## config.mk

```make
export PLATFORM = sky130hd
export DESIGN_NAME = apb_mem_slave
export DESIGN_NICKNAME = d
export VERILOG_FILES = /design/src/rtl/apb_mem_slave.sv
export SDC_FILE = /design/constraint.sdc
export NUM_CORES = 1
export LEC_CHECK = 0
export CELL_PAD_IN_SITES_DETAIL_PLACEMENT = 1
export CELL_PAD_IN_SITES_GLOBAL_PLACEMENT = 1
export CORE_ASPECT_RATIO = 1.75
export CORE_MARGIN = 2
export CORE_UTILIZATION = 32
export CTS_CLUSTER_DIAMETER = 40
export CTS_CLUSTER_SIZE = 24
export DETAILED_ROUTE_END_ITERATION = 8
export HOLD_SLACK_MARGIN = 0.06
export PLACE_DENSITY = 0.92
export SLEW_MARGIN = 20
export SYNTH_ARGS = -nofsm -noshare
export SYNTH_HDL_FRONTEND = slang
export SYNTH_SLANG_ARGS = --single-unit
```

## constraint.sdc

```tcl
create_clock -name i_clk -period 3.5 [get_ports i_clk]
set_input_delay 0.7 -clock i_clk [delete_from_list [all_inputs] [get_ports i_clk]]
set_output_delay 0.7 -clock i_clk [all_outputs]
set_load 0.02 [all_outputs]
```

## src/rtl/apb_mem_slave.sv

```systemverilog
// ---------------------------------------------------------------------------
// apb_mem_slave
//
// APB completer in front of a single-port synchronous memory. Each APB
// transfer that lands inside the memory window becomes one single-cycle
// memory request. Read data comes back one cycle after the request and is
// returned to the APB requester with o_pready. Addresses outside the window
// complete immediately with o_pslverr and never touch the memory.
//
// Ports
//   i_clk, i_rst_n    clock (rising edge), asynchronous active-low reset
//   i_psel            APB select
//   i_penable         APB access phase
//   i_pwrite          1 = write, 0 = read
//   i_paddr           APB word address
//   i_pwdata          APB write data
//   o_prdata          APB read data (captured read or 0 on error)
//   o_pready          transfer complete, one-cycle strobe
//   o_pslverr         error response, meaningful only with o_pready
//   o_mem_en          memory enable, one-cycle pulse
//   o_mem_wr          memory write strobe, qualified by o_mem_en
//   o_mem_addr        memory word address
//   o_mem_data_w      memory write data
//   i_mem_data_r      memory read data, valid the cycle after o_mem_en
//
// State table
//   state  | meaning
//   IDLE   | waiting for an APB setup phase
//   REQ    | memory request on the bus (o_mem_en high this cycle)
//   CAPT   | read data arriving from memory, captured at end of cycle
//   RESP   | o_pready high for one cycle, o_pslverr per range check
// ---------------------------------------------------------------------------
module apb_mem_slave #(
    parameter int                     PADDR_WIDTH    = 32,
    parameter int                     MEM_ADDR_WIDTH = 16,
    parameter int                     DATA_WIDTH     = 16,
    parameter logic [PADDR_WIDTH-1:0] BASE_ADDR      = '0
) (
    input  logic                      i_clk,
    input  logic                      i_rst_n,
    input  logic                      i_psel,
    input  logic                      i_penable,
    input  logic                      i_pwrite,
    input  logic [PADDR_WIDTH-1:0]    i_paddr,
    input  logic [DATA_WIDTH-1:0]     i_pwdata,
    output logic [DATA_WIDTH-1:0]     o_prdata,
    output logic                      o_pready,
    output logic                      o_pslverr,
    output logic                      o_mem_en,
    output logic                      o_mem_wr,
    output logic [MEM_ADDR_WIDTH-1:0] o_mem_addr,
    output logic [DATA_WIDTH-1:0]     o_mem_data_w,
    input  logic [DATA_WIDTH-1:0]     i_mem_data_r
);

    typedef enum logic [1:0] {
        S_IDLE = 2'd0,
        S_REQ  = 2'd1,
        S_CAPT = 2'd2,
        S_RESP = 2'd3
    } state_t;

    // Largest in-window offset, i.e. 2^MEM_ADDR_WIDTH - 1 at APB width.
    localparam logic [PADDR_WIDTH-1:0] WIN_LAST = PADDR_WIDTH'({MEM_ADDR_WIDTH{1'b1}});

    state_t                    state;
    state_t                    state_nxt;

    logic                      setup;
    logic [PADDR_WIDTH-1:0]    offset;
    logic                      addr_hit;

    logic [DATA_WIDTH-1:0]     prdata_nxt;
    logic                      pready_nxt;
    logic                      pslverr_nxt;
    logic                      mem_en_nxt;
    logic                      mem_wr_nxt;
    logic [MEM_ADDR_WIDTH-1:0] mem_addr_nxt;
    logic [DATA_WIDTH-1:0]     mem_data_w_nxt;

    assign setup  = i_psel & ~i_penable;
    assign offset = i_paddr - BASE_ADDR;

    // Range check on the full-width offset: addresses that would alias into
    // the window after truncation to MEM_ADDR_WIDTH are still errors.
    assign addr_hit = (i_paddr >= BASE_ADDR) && (offset <= WIN_LAST);

    // Every output is registered, so the comb process computes the value each
    // output takes in the state being entered. o_mem_wr/addr/data_w double as
    // the latched request; they only reload on an accepted in-window setup.
    always_comb begin
        state_nxt      = state;
        prdata_nxt     = o_prdata;
        pready_nxt     = 1'b0;
        pslverr_nxt    = 1'b0;
        mem_en_nxt     = 1'b0;
        mem_wr_nxt     = o_mem_wr;
        mem_addr_nxt   = o_mem_addr;
        mem_data_w_nxt = o_mem_data_w;

        case (state)
            S_IDLE: begin
                if (setup) begin
                    if (addr_hit) begin
                        state_nxt      = S_REQ;
                        mem_en_nxt     = 1'b1;
                        mem_wr_nxt     = i_pwrite;
                        mem_addr_nxt   = offset[MEM_ADDR_WIDTH-1:0];
                        mem_data_w_nxt = i_pwdata;
                    end else begin
                        state_nxt   = S_RESP;
                        pready_nxt  = 1'b1;
                        pslverr_nxt = 1'b1;
                        prdata_nxt  = '0;
                    end
                end
            end

            S_REQ: begin
                if (!i_psel) begin
                    state_nxt = S_IDLE;
                end else if (o_mem_wr) begin
                    state_nxt  = S_RESP;
                    pready_nxt = 1'b1;
                end else begin
                    state_nxt = S_CAPT;
                end
            end

            S_CAPT: begin
                if (!i_psel) begin
                    state_nxt = S_IDLE;
                end else begin
                    state_nxt  = S_RESP;
                    pready_nxt = 1'b1;
                    prdata_nxt = i_mem_data_r;
                end
            end

            S_RESP: begin
                state_nxt = S_IDLE;
            end

            default: begin
                state_nxt = S_IDLE;
            end
        endcase
    end

    always_ff @(posedge i_clk or negedge i_rst_n) begin
        if (!i_rst_n) begin
            state        <= S_IDLE;
            o_prdata     <= '0;
            o_pready     <= 1'b0;
            o_pslverr    <= 1'b0;
            o_mem_en     <= 1'b0;
            o_mem_wr     <= 1'b0;
            o_mem_addr   <= '0;
            o_mem_data_w <= '0;
        end else begin
            state        <= state_nxt;
            o_prdata     <= prdata_nxt;
            o_pready     <= pready_nxt;
            o_pslverr    <= pslverr_nxt;
            o_mem_en     <= mem_en_nxt;
            o_mem_wr     <= mem_wr_nxt;
            o_mem_addr   <= mem_addr_nxt;
            o_mem_data_w <= mem_data_w_nxt;
        end
    end

endmodule

```

Yosys cells after proc, flatten, opt, wreduce, memory -nomap -nowiden
Cells that the tools add are included.
{ "word_totals": {"output_inout_bits": 52, "reg_bits": 54, "wordCells": 43, "in_bits": 69} }
{ "op_classes": {"eq_ne": 6, "mux": 20, "n_reduce_logical": 5, "order_cmp": 2, "bitwise": 2} }
{ "op_table": {"columns": ["operator", "n"], "rows": [
  ["16-bit two-way mux", 3],
  ["32-bit by 1-bit greater-or-equal comparator with 1-bit output, second input constant", 1],
  ["32-bit by 16-bit <= comparator with 1-bit output, second input constant", 1],
  ["16-bit case mux with 2 select lines", 1],
  ["1-bit two-way mux", 10],
  ["2-bit two-way mux", 4],
  ["2-bit case mux with 4 select lines", 1],
  ["2-bit != test, second input constant", 3],
  ["2-bit == test, second input constant", 2],
  ["4-bit AND reduction", 1],
  ["1-bit case mux with 3 select lines", 1],
  ["3-bit AND reduction", 1],
  ["2-bit by 1-bit == test with 1-bit output, second input constant", 1],
  ["2-bit zero test", 1],
  ["2-bit nonzero test", 1],
  ["1-bit bitwise AND", 1],
  ["1-bit logical AND", 1],
  ["1-bit NOT", 1]
]} }

Longest topological paths before layout
{ "logic_depth": {"depth_word": 5, "depth_mapped": 6, "mapped_depth_nobuf": 4} }

Worst setup path before layout
No wires, ideal clock.
{ "synth_timing": {"kind": "input -> register", "startpoint": "input i_paddr[22]", "endpoint": "register o_mem_addr[0]", "path_stages": 6, "arrival_ps": 1963, "path_slack_ps": 1412, "t_required_ps": 3375, "path_cell_list": "nor4_2 -> and4_1 -> and3_4 -> buf_12 -> buf_12 -> mux2_4"} }
{ "synth_between": {"elab_chain_len": 3, "word_cells_on_any_way": 4} }
{ "synth_lines": {"columns": ["item", "line", "rtl"], "rows": [
  ["start: declaration", "44", "input logic [PADDR_WIDTH-1:0] i_paddr,"],
  ["32-bit by 1-bit greater-or-equal comparator with 1-bit output / 32-bit by 16-bit <= comparator with 1-bit output (equally long branches)", "86", "assign addr_hit = (i_paddr >= BASE_ADDR) && (offset <= WIN_LAST);"],
  ["1-bit logical AND *", "86", null],
  ["3-bit AND reduction (no source line) *", null, null],
  ["end signal: assignment", "167", "o_mem_addr <= mem_addr_nxt;"],
  ["end: declaration", "51", "output logic [MEM_ADDR_WIDTH-1:0] o_mem_addr,"]
]} }
Mark *: on every way between the ends. The rest lies on a longest branch, timed or not.
A chain may end at the register's enable or synchronous reset.

Worst setup path after layout
{ "layout_timing": {"startpoint": "input i_paddr[30]", "endpoint": "register o_mem_addr[14]"} }
The elaborated chain is that of the path after synthesis.

==> summary.md <==
| Metric | Value |
|---|---|
| Die width | 67.28 µm |
| Synth Area in Compound Gates | 8.426% |
| Max-cap violations | 0 |
| Diodes inserted | 0 |
| Wire length per cell | 17.61 µm |
| Share of cells above drive strength 1 | 19.53% |
| Remaining global-route overflow | 0 |
| Drt drc | 0 |
| Antenna-violating nets left | 0 |
| Fin crit share | 73.56% |
| DR vias | 1609 |
| Final setup vio count | 0 |
| Avg Cell Area, Syn | 16.73 µm² |
| Largest net degree at the start of global routing | 35 |
| Gate Count Post-Synth | 134 |
| Synth Area in Adders | 0% |
| CTS Root Cell | clkbuf_16 |
| Hpwl dp | 4541 µm |
| Post-DP Area | 0.003457 mm² |
| Critical path destination | o_mem_addr[14]$_DFFE_PN0P_ |
| M2 GR Usage | 28.25% |
| Clock Sinks | 54 |
| Core footprint | 0.006807 mm² |
| First-pass GRT wire length | 9349 µm |
| Hold-fix buffer count after cts | 0 |
| Period minus WS final | 2575 ps |
| IO Port Bufs | 120 |
| CTS resizes | 0 |
| Largest family of logic cells by synthesized area | multiplexers |
| R2R Setup Slk | 1500 ps |
| Worst-case reg-to-reg path depth | 4 |
| Setup crit start | i_paddr[30] |
| WP data required | 3680 ps |
| Synth unique cells | 24 |
| Final core occ | 52.94% |
| Status | complete, no violations |
| Row cnt | 40 |
| GR Layer Usage met1 | 18.94% |
| Syn Std Cell Area | 0.002242 mm² |
| DR iter-0 viols | 57 |
| Fin area | 0.003603 mm² |
| H-tree levels | 2 |
| Die area | 0.007718 mm² |
| Worst path arrival time | 2750 ps |
| PD cells | 389.8 mW/mm² |
| Met3 Track Usage GR | 3.914% |
| Overall routing resource usage | 16.43% |
| Clock transition at path regs | 70 ps |
| Synthesis Warnings | 0 |
| Drt first pass iters | 3 |
| Post-CTS Setup Inserts | 0 |
| Mapped Nets | 203 |
| Max Fclk | 388.4 MHz |
| # nets final | 324 |
| FF+latch count, synth | 54 |
| Initial antenna violation count | 0 |
| Part of the Yosys area used for sequential elements | 60.27% |
| Leak | 0.001585 µW |
| # IOs | 121 |
| Worst min-delay path category | input port to asynchronous set/reset pin |
| Area grow syn2layout | 60.71% |
| Final Hold Fails | 0 |
| Die H | 114.7 µm |
| Peak VDD IR | 0.1934 mV |
| Clock tree buffer depth | 2 |
| RSZ-0062 raised after global routing | false |
| GRT busiest layer | met2 |
| CTS tree | built |
| Measured slew at the worst slew-check pin | 709.1 ps |
| Filler cells | 693 |
| CP max FO | 34 |
| Routed Wire Length | 5986 µm |
| Worst relative slew slack | 52.73% |
| Num CTS Buffers | 5 |
| Power, Total | 1405 µW |
| Clk Latency, worst-skew pair | 290 ps |
| RR Endpoint | o_prdata[2]$_DFFE_PN0P_ |
| Initial Util | 32.94% |
| Vias per inst | 4.732 |
| GP Congestion | 0.7392 |
| Setup crit end kind | register |
| Reg-to-reg startpoint | state[0]$_DFFE_PN0N_ |
| Synth Area in Simple Gates | 5.525% |
| Post-synthesis mux area share | 21.43% |
| Vias in the first global route | 1758 |
| Clock skew | 4.700 ps |
| Post-Synth XOR/XNOR Area | 0% |
| Max Slew Vio Count | 0 |
| Setup TNS | 0 ps |
| CP Launch Type | input port |
| Worst setup path category | input port to register |
-- metrics by stage --
stage / worst slack (ps) / hold slack (ps) / std cells
2_1_floorplan: 1412 / 404.4 / 134
3_3_place_gp: 660.6 / 482.4 / 332
3_5_place_dp: 582.0 / 484.9 / 332
4_1_cts: 897.3 / 388.2 / 340
5_1_grt: 791.5 / 402.7 / 340
6_report: 925.4 / 381.3 / 340
-- power breakdown --
group / total [µW] / internal [µW] / switching, µW
Sequential: 674 / 654 / 19.9
Clock: 486 / 265 / 221
Combinational: 245 / 142 / 103
Total: 1400 / 1060 / 344
-- placed cells by master, fill, tap and decap left out --
| master | n |
|---|---|
| a21oi_1 | 1 |
| a22o_1 | 16 |
| a41oi_1 | 1 |
| and2_1 | 1 |
| and2b_1 | 1 |
| and3_1 | 2 |
| and3_4 | 1 |
| and4_1 | 1 |
| buf_2 | 1 |
| buf_4 | 1 |
| clkbuf_16 | 5 |
| clkdlybuf4s50_1 | 119 |
| clkinv_2 | 1 |
| clkinv_4 | 1 |
| clkinvlp_4 | 1 |
| dfrtp_1 | 54 |
| inv_1 | 1 |
| mux2_2 | 4 |
| mux2_4 | 29 |
| nand2_1 | 2 |
| nor2_1 | 2 |
| nor2b_1 | 1 |
| nor4_2 | 4 |
| o21a_1 | 1 |
| o21ai_0 | 3 |
| o22ai_2 | 1 |
| or2_2 | 1 |
-- synthesized netlist by cell type --
master	n	area share, %
dfrtp_1	54	60
and3_4	1	0.50
buf_2	1	0.22
o22ai_2	1	0.56
clkbuf_1	1	0.17
nor4_2	4	2.2
and4_1	1	0.39
o21a_1	1	0.33
or2_2	1	0.28
clkbuf_2	1	0.22
a41oi_1	1	0.39
nand2_1	2	0.33
and2b_1	1	0.33
and3_1	2	0.56
inv_1	1	0.17
o21ai_0	3	0.67
nor2_1	2	0.33
mux2_4	29	19
and2_1	1	0.28
mux2_2	4	2.0
a22o_1	16	6.2
buf_12	4	3.6
nor2b_1	1	0.28
a21oi_1	1	0.22
-- critical path, stage by stage --
cell,delay (ps)
clkdlybuf4s50_1,410
nor4_2,310
and4_1,290
and3_4,610
mux2_2,410
-- how the worst min path moves through the flow --
stage	depth (start not counted)	start	to	slack (ps)
floorplan	0	i_rst_n	o_mem_addr[0]$_DFFE_PN0P_	400
global placement	1	o_prdata[5]$_DFFE_PN0P_	o_prdata[5]$_DFFE_PN0P_	480
detailed placement	1	o_prdata[15]$_DFFE_PN0P_	o_prdata[15]$_DFFE_PN0P_	480
CTS	1	i_rst_n	o_mem_data_w[10]$_DFFE_PN0P_	390
global route	1	i_rst_n	o_mem_data_w[10]$_DFFE_PN0P_	400
finish	1	i_rst_n	o_mem_addr[1]$_DFFE_PN0P_	380
-- cell families after synthesis --
family	after synthesis
DFF	54
muxes	33
AOI/OAI and AO/OA	23
and+or+nand+nor	16
buffers and inverters	8
-- routing by layer --
metal	wire length (µm)	part of all wire, %
met5	0	0
met4	168	2.8
met3	379	6.3
met1	2180	36
met2	3258	54
-- layout make-up --
type                       count  area [µm²]  area share (%)
sequential                    54        1351           37.50
timing repair buffer         121        1204           33.40
multi-input combinational     72       793.3           22.01
clock buffer                   5       125.1           3.472
tap                           84       105.1           2.917
clock inverter                 3       21.27          0.5903
inverter                       1       3.754          0.1042
-- registers in the layout, summed over array words and instances, names as in the netlist --
| name | flops |
|---|---|
| o_pslverr | 1 |
| o_mem_wr | 1 |
| o_mem_en | 1 |
| o_mem_data_w | 16 |
| o_mem_addr | 16 |
| o_pready | 1 |
| state | 2 |
| o_prdata | 16 |
Power figures use the tool's default switching activity.
==> edit, RTL diff (config.mk and constraints unchanged) <==
The parameter `DATA_WIDTH` goes from 16 to 24.
--- a/src/rtl/apb_mem_slave.sv
+++ b/src/rtl/apb_mem_slave.sv
@@ -35,3 +35,3 @@
     parameter int                     MEM_ADDR_WIDTH = 16,
-    parameter int                     DATA_WIDTH     = 16,
+    parameter int                     DATA_WIDTH     = 24,
     parameter logic [PADDR_WIDTH-1:0] BASE_ADDR      = '0
Ports: changed (resized i_mem_data_r, i_pwdata, o_mem_data_w and o_prdata); port bits go from 121 to 153. The function was not compared with the original's and may differ.
==> edit against the unedited design <==
Clock skew hardly changed. Setup slack better by 120 ps. Sequential cell count is 16 higher. Die area is 26% higher. Area after synthesis is 27% higher. Design area is 32% higher. Power is 50% higher. Wire length is 39% higher. Register-to-register slack better by 310 ps. Clock power is 82% higher. Hold slack better by 23 ps. Critical path type unchanged. Highest routed layer unchanged.
==> edit: results (changes against the unedited design) <==
hold_ws=405 ps (was 381 ps); CTS Buf Count=9 (was 5); r2r worst-path depth=6 (was 4); drt total wl=8320 um (was 5990 um); Seq pwr share=41.9% (was 48.0%); slowest stage delay, CP=420 ps (was 610 ps); Initial DRC Count=88 (was 57); VDD IR max=263 uV (was 193 uV); Worst Setup Slack, final=1050 ps (was 925 ps); sequential share of the synthesized area=61.3% (was 60.3%); Tot Pwr=2.10 mW (was 1.40 mW); gpl congestion=0.715 (was 0.739); first-pass GRT wire length=12,900 um (was 9350 um); CP max-delay cell=clkdlybuf4s50_1 (was and3_4); top cells by instance count after synthesis=dfrtp_1, mux2_4, a22o_1 (unchanged); Crit Reg-Reg Endpoint=o_prdata[22]$_DFFE_PN0P_ (was o_prdata[2]$_DFFE_PN0P_); complex-gate fraction of the synthesized area=9.07% (was 8.43%); launch point of the worst path=i_paddr[22] (was i_paddr[30]); dpl ws=692 ps (was 582 ps); HPWL reported at the end of detailed placement=6200 um (was 4540 um); CP max FO=42 (was 34); setup slack, reg-to-reg=1810 ps (was 1500 ps); P_leak=2.09 nW (was 1.59 nW); net switching power=0.508 mW (was 0.344 mW); dominant cells by area after synthesis=dfrtp_1, mux2_4, a22o_1, buf_12, nor4_2 (unchanged); via count=2,078 (was 1,609); Largest regs=o_mem_data_w: 24 flops, o_prdata: 24 flops, o_mem_addr: 16 flops (was o_mem_addr: 16 flops, o_mem_data_w: 16 flops, o_prdata: 16 flops); status=finished, final reports clean (unchanged); H-tree depth=3 (was 2); M3 GR Usage=5.40% (was 3.91%)
## edit: cell count changes in the layout (fill, tap and decap cells not counted), sizes merged, moves of 3 or more
cell and change:
clkbuf +5, buf +3, dfrtp +16, mux2 +8, clkdlybuf4s50 +32, a22o +8
## edit: logic make-up (layout without fill, tap and decap cells)
kind of cell    after synthesis  count (layout)
compound gates               31              31
mux                          41              41
simple gates                 16              16
buf+inv                      11             173
flops                        70              70
## edit: worst reg2reg max path: stages, from the launching register on
cell and delay (ps):
dfrtp_1 410, nor2b_1 180, and2_1 140, buf_4 290, o22ai_2 110, buf_4 230
a22o_1 220
## edit: area by class of cell
cell class | count | area [um2]
clock inverters | 6 | 62.6
flip-flops and latches | 70 | 1750
repair buffers | 156 | 1560
inverters | 1 | 3.75
clock buffers | 10 | 229
multi-input cells | 88 | 988
fillers | 859 | 3930
well taps | 117 | 146
